<file path="config.mk">
export PLATFORM = sky130hd
export DESIGN_NAME = fxp_mul_seq
export DESIGN_NICKNAME = d
export VERILOG_FILES = /design/src/rtl/fxp_pkg.sv /design/src/rtl/fxp_round_sat.sv /design/src/rtl/fxp_mul_seq.sv
export SDC_FILE = /design/constraint.sdc
export NUM_CORES = 1
export LEC_CHECK = 0
export BUFFER_PORTS_ARGS = -buffer_cell sky130_fd_sc_hd__buf_4
export CAP_MARGIN = 10
export CORE_UTILIZATION = 35
export CTS_CLUSTER_DIAMETER = 60
export DETAILED_ROUTE_END_ITERATION = 16
export SYNTH_ARGS = -nofsm -noshare
export SYNTH_HDL_FRONTEND = slang
export SYNTH_SLANG_ARGS = --single-unit
export TNS_END_PERCENT = 50
</file>
<file path="constraint.sdc">
create_clock -name clk -period 5.5 [get_ports clk]
set_input_delay 1.1 -clock clk [delete_from_list [all_inputs] [get_ports clk]]
set_output_delay 1.1 -clock clk [all_outputs]
set_load 0.01 [all_outputs]
</file>
<file path="src/rtl/fxp_pkg.sv">
// Shared widths, infinity codes, FSM encoding and magnitude helpers for the
// sequential fixed-point multiplier.
package fxp_pkg;

    localparam int A_W   = 9;
    localparam int B_W   = 9;
    localparam int Q_I_W = 4;
    localparam int Q_F_W = 16;
    localparam int Q_W   = Q_I_W + Q_F_W;
    localparam int P_W   = Q_W + B_W;
    localparam int M_W   = P_W + 1 - Q_F_W;
    localparam int CNT_W = $clog2(B_W);

    localparam logic [Q_W-1:0] POS_INF = {1'b0, {(Q_W-1){1'b1}}};
    localparam logic [Q_W-1:0] NEG_INF = {1'b1, {(Q_W-2){1'b0}}, 1'b1};

    localparam logic [A_W-1:0] S_MAX = {1'b0, {(A_W-1){1'b1}}};
    localparam logic [A_W-1:0] S_MIN = {1'b1, {(A_W-1){1'b0}}};

    typedef enum logic [1:0] {
        IDLE  = 2'd0,
        CALC  = 2'd1,
        FINAL = 2'd2,
        DONE  = 2'd3
    } state_t;

    // Unsigned magnitude; the most negative code maps onto its exact magnitude.
    function automatic logic [Q_W-1:0] mag_q(input logic [Q_W-1:0] v);
        return v[Q_W-1] ? (~v + Q_W'(1)) : v;
    endfunction

    function automatic logic [B_W-1:0] mag_b(input logic [B_W-1:0] v);
        return v[B_W-1] ? (~v + B_W'(1)) : v;
    endfunction

endpackage

</file>
<file path="src/rtl/fxp_round_sat.sv">
// Rounds the unsigned product magnitude, restores the sign and saturates to
// A_W bits; divider infinity codes override the arithmetic.
module fxp_round_sat
    import fxp_pkg::*;
(
    input  logic [P_W-1:0] acc,
    input  logic           sign,
    input  logic           inf,
    input  logic           b_zero,
    output logic [A_W-1:0] o,
    output logic           sat
);

    localparam logic [P_W:0]   RND_C   = (P_W+1)'(1) << (Q_F_W - 1);
    localparam logic [M_W-1:0] POS_LIM = M_W'(2**(A_W-1) - 1);
    localparam logic [M_W-1:0] NEG_LIM = M_W'(2**(A_W-1));

    logic [M_W-1:0] m_s;

    assign m_s = M_W'(({1'b0, acc} + RND_C) >> Q_F_W);

    // Saturation is decided on the magnitude so the negative limit stays exact.
    always_comb begin
        o   = {A_W{1'b0}};
        sat = 1'b0;
        if (inf) begin
            sat = 1'b1;
            if (b_zero) begin
                o = {A_W{1'b0}};
            end else if (sign) begin
                o = S_MIN;
            end else begin
                o = S_MAX;
            end
        end else if (!sign) begin
            if (m_s > POS_LIM) begin
                o   = S_MAX;
                sat = 1'b1;
            end else begin
                o = m_s[A_W-1:0];
            end
        end else begin
            if (m_s > NEG_LIM) begin
                o   = S_MIN;
                sat = 1'b1;
            end else begin
                o = (~m_s[A_W-1:0]) + A_W'(1);
            end
        end
    end

endmodule

</file>
<file path="src/rtl/fxp_mul_seq.sv">
// Sequential shift-add fixed-point multiplier, o = round_sat(q * b), with
// valid/ready handshakes on input and output.
module fxp_mul_seq
    import fxp_pkg::*;
(
    input  logic           clk,
    input  logic           rst,
    input  logic           in_valid,
    output logic           in_ready,
    input  logic [Q_W-1:0] q,
    input  logic [B_W-1:0] b,
    output logic           out_valid,
    input  logic           out_ready,
    output logic [A_W-1:0] o,
    output logic           sat
);

    localparam logic [CNT_W-1:0] CNT_LAST = CNT_W'(B_W - 1);

    state_t           state_r;
    state_t           state_s;
    logic             accept_s;
    logic             in_ready_s;
    logic             out_valid_s;
    logic [P_W-1:0]   mq_r;
    logic [B_W-1:0]   mb_r;
    logic [P_W-1:0]   acc_r;
    logic [CNT_W-1:0] cnt_r;
    logic             sign_r;
    logic             inf_r;
    logic             b_zero_r;
    logic [A_W-1:0]   rs_o_s;
    logic             rs_sat_s;

    assign accept_s = in_valid & in_ready;

    // State register.
    always_ff @(posedge clk) begin
        if (rst) begin
            state_r <= IDLE;
        end else begin
            state_r <= state_s;
        end
    end

    // Next-state logic.
    always_comb begin
        state_s = state_r;
        case (state_r)
            IDLE: begin
                if (accept_s) state_s = CALC;
                else          state_s = IDLE;
            end
            CALC: begin
                if (cnt_r == CNT_LAST) state_s = FINAL;
                else                   state_s = CALC;
            end
            FINAL: state_s = DONE;
            DONE: begin
                if (out_ready && out_valid) state_s = IDLE;
                else                        state_s = DONE;
            end
            default: state_s = IDLE;
        endcase
    end

    // out_valid rises one cycle after entering DONE and drops on the leaving edge.
    always_comb begin
        in_ready_s  = (state_s == IDLE);
        out_valid_s = (state_r == DONE) && (state_s == DONE);
    end

    // Registered handshake outputs.
    always_ff @(posedge clk) begin
        if (rst) begin
            in_ready  <= 1'b1;
            out_valid <= 1'b0;
        end else begin
            in_ready  <= in_ready_s;
            out_valid <= out_valid_s;
        end
    end

    fxp_round_sat u_round_sat (
        .acc    (acc_r),
        .sign   (sign_r),
        .inf    (inf_r),
        .b_zero (b_zero_r),
        .o      (rs_o_s),
        .sat    (rs_sat_s)
    );

    // Operand capture, shift-add iteration and result register.
    always_ff @(posedge clk) begin
        if (rst) begin
            mq_r     <= {P_W{1'b0}};
            mb_r     <= {B_W{1'b0}};
            acc_r    <= {P_W{1'b0}};
            cnt_r    <= {CNT_W{1'b0}};
            sign_r   <= 1'b0;
            inf_r    <= 1'b0;
            b_zero_r <= 1'b0;
            o        <= {A_W{1'b0}};
            sat      <= 1'b0;
        end else begin
            case (state_r)
                IDLE: begin
                    if (accept_s) begin
                        mq_r     <= P_W'(mag_q(q));
                        mb_r     <= mag_b(b);
                        acc_r    <= {P_W{1'b0}};
                        cnt_r    <= {CNT_W{1'b0}};
                        sign_r   <= q[Q_W-1] ^ b[B_W-1];
                        inf_r    <= (q == POS_INF) || (q == NEG_INF);
                        b_zero_r <= (b == {B_W{1'b0}});
                    end
                end
                CALC: begin
                    if (mb_r[0]) begin
                        acc_r <= acc_r + mq_r;
                    end
                    mq_r  <= mq_r << 1;
                    mb_r  <= mb_r >> 1;
                    cnt_r <= cnt_r + CNT_W'(1);
                end
                FINAL: begin
                    o   <= rs_o_s;
                    sat <= rs_sat_s;
                end
                default: begin
                end
            endcase
        end
    end

endmodule

</file>
==> impl_metrics.env <==
export IMPL_nNetsFinal=840
export IMPL_cp_required_ns=5.78
export IMPL_fin_ws_ns=2.55
export IMPL_path_cells="buf_4 > or4_1 > or2_2 > or3_1 > nor4_1 > nand3_1 > nand3_1 > o21ai_0 > nor2_1"
export IMPL_hold_violations=0
export IMPL_rsz0062_at_grt="false"
export IMPL_final_min_clock_period_ns=2.95
export IMPL_synth_fp_nets=827
export IMPL_pre_cts_ws_ns=2.20
export IMPL_clk_path_buf_depth=2
export IMPL_drt_iter0_markers=210
export IMPL_numPortBuffers=44
export IMPL_routed_via_density=5.45
export IMPL_io_pin_count=45
export IMPL_drt_wl_total_um=14800
export IMPL_drt_pass1_iterations=4
export IMPL_grt_pass1_vias=5155
export IMPL_cpPeakStageDelay_ns=0.53
export IMPL_post_route_cell_area_um2=6600
export IMPL_slew_headroom_pct=36.3
export IMPL_start_util_pct=36.3
export IMPL_ff_latch_area_um2=1760
export IMPL_syn_area_um2=5820
export IMPL_area_growth_pct=13.3
export IMPL_r2r_start="acc_r[15]"
export IMPL_arrival_ns=3.23
export IMPL_path_clk_slew_ns=0.07
export IMPL_fillers=1662
export IMPL_hpwlAfterDp_um=10600
export IMPL_routed_via_count=5397
export IMPL_syn_inst=756
export IMPL_worst_pin_slew_ns=0.953
export IMPL_root_buffer="clkbuf_16"
export IMPL_dieArea_um2=17200
export IMPL_slowest_stage="or4_1"
export IMPL_async_reset_ff_share_pct=0
export IMPL_synth_distinct_cells=61
export IMPL_antenna_left=0
export IMPL_htree_levels=3
export IMPL_fin_setup_tns_ns=0
export IMPL_multi_input_area_um2=3850
export IMPL_diodes=0
export IMPL_critPathCapture="inf_r"
export IMPL_die_w_um=131
export IMPL_holdPathStages=2
export IMPL_drv_slew=0
export IMPL_irDropWorstVdd_v=0.000207
export IMPL_clock_latency_ns=0.35
export IMPL_status="finished clean"
export IMPL_worst_path_most_repeated_cell="nand3_1"
export IMPL_track_usage_pct=18.6
export IMPL_cp_top_family="simple AND/OR/NAND/NOR gates"
export IMPL_setup_viol=0
export IMPL_ys_seq_area_share_pct=30.3
export IMPL_r2r_cells=10
export IMPL_final_cell_mix="nand2_1 (90), dfxtp_1 (88), a21oi_1 (72), nor2_1 (69), buf_4 (49)"
export IMPL_path_depth=9
export IMPL_avgSynthCellArea_um2=7.70
export IMPL_antenna_found_initial=0
export IMPL_leakage_nw=2.58
export IMPL_path_max_fanout=6
export IMPL_skew_ns=0.0101
export IMPL_yosysWarnings=0
export IMPL_crit_buf_inv=1
export IMPL_fin_crit_sh_pct=53.6
export IMPL_cts_resized=0
export IMPL_synth_enable_flop_cells=0
export IMPL_maxCapViolCount=0
export IMPL_dieHeight_um=131
export IMPL_synth_ff_type="dfxtp_1"
export IMPL_drive_gt1_share_pct=10.2
export IMPL_rows=46
export IMPL_ff2ff_setup_slack_ns=2.58
export IMPL_gp_congestion=0.847
export IMPL_grt_first_pass_wirelength_um=25300
export IMPL_setup_worst_path_end_class="flip-flop"
export IMPL_cts_sinks=88
export IMPL_grt_max_degree=70
export IMPL_reg2reg_to="sat"
export IMPL_critPathLaunchType="primary input"
export IMPL_worst_setup_path_type="primary input to flip-flop"
export IMPL_post_cts_buffers=0
export IMPL_cts_buffers=9
export IMPL_grt_overflow=0
export IMPL_crit_start="q[7]"
export IMPL_final_common_cell="nand2_1"
export IMPL_power_density_nw_per_um2=230
export IMPL_wire_per_inst_um=14.9
export IMPL_placed_area_um2=6300
export IMPL_hold_path_class="flip-flop to flip-flop"
export IMPL_max_freq_ghz=0.339
export IMPL_post_route_drc_count=0
export IMPL_cts_tree="done"
export IMPL_coreArea_um2=16100
export IMPL_hold_buffers=0
export IMPL_synth_seq_cells=88
worst min path at each step:
| stage | startpoint | slack, ns | end |
|---|---|---|---|
| final | mb_r[5] | 0.46 | mb_r[4] |
| after global routing | mb_r[5] | 0.48 | mb_r[4] |
| after CTS | mb_r[5] | 0.46 | mb_r[4] |
| after detailed placement | mb_r[5] | 0.45 | mb_r[4] |
| after global placement | o[8] | 0.44 | o[8] |
| after floorplan | acc_r[13] | 0.43 | acc_r[13] |
metal layers:
metal / up-vias / track usage [%] / routed length [um]
met4: 0 / 5.07 / 191
met5: - / 0 / 0
met2: 82 / 32.0 / 6980
met1: 2517 / 23.7 / 7160
met3: 13 / 3.54 / 470
li1: 2785 / - / -
final cells by class:
type,count,share of cell area [%]
clock buffers,10,3.47
multi-input cells,609,58.4
clock inverters,6,1.04
inverters,12,0.683
repair buffers,49,5.58
flip-flops and latches,88,26.7
well taps,216,4.10
Yosys cell counts, types with 7 or more instances:
cell type   n  area share [%]
ha_1       37             8.0
xor2_1     20             3.0
xnor2_1    39             5.9
nor3_1     15             1.3
dfxtp_1    88              30
o21ai_0    45             3.9
a21o_1     20             2.6
nand2_1    90             5.8
a22oi_1    33             4.3
clkbuf_1   44             2.8
inv_1      12            0.77
nor2_1     70             4.5
a21oi_1    72             6.2
nand3_1    31             2.7
nand2b_1   11             1.2
o31ai_1     7            0.90
o21a_1      7            0.90
nand4_1    15             1.6
a31oi_1     8            0.86
tightest hold or removal path, cell delays in order (launching register included):
cell,delay [ns]
dfxtp_1,0.31
nand2_1,0.05
a21oi_1,0.05
registers in the layout, summed over array words and instances, names as in the netlist:
| signal | cells |
|---|---|
| inf_r | 1 |
| cnt_r | 4 |
| state_r | 2 |
| acc_r | 29 |
| in_ready | 1 |
| mq_r | 29 |
| mb_r | 9 |
| sign_r | 1 |
| b_zero_r | 1 |
| out_valid | 1 |
| sat | 1 |
| o | 9 |
logic make-up after synthesis:
logic type | share of synthesized area, %
simple gates | 21.9
compound gates | 26.0
flops | 30.3
xor+xnor | 8.88
buf+inv | 3.83
fa+ha+maj | 8.30
mux | 0.881
where the power goes:
group	internal (W)	switching [W]	total, W
registers	0.000658	0.0000250	0.000683
clock network	0.000355	0.000273	0.000628
logic	0.0000806	0.000126	0.000206
total	0.00109	0.000424	0.00152
per-stage QoR:
stage               hold WS [ns]  util, %  instances  total power (W)
floorplan                  0.429        -        756         0.000829
global placement           0.445     39.2        974         0.000905
detailed placement         0.451     39.2        974         0.000905
CTS                        0.461     41.1        990          0.00154
global route               0.476     41.1        990          0.00159
finish                     0.458     41.1        990          0.00152
Power figures use the tool's default switching activity.
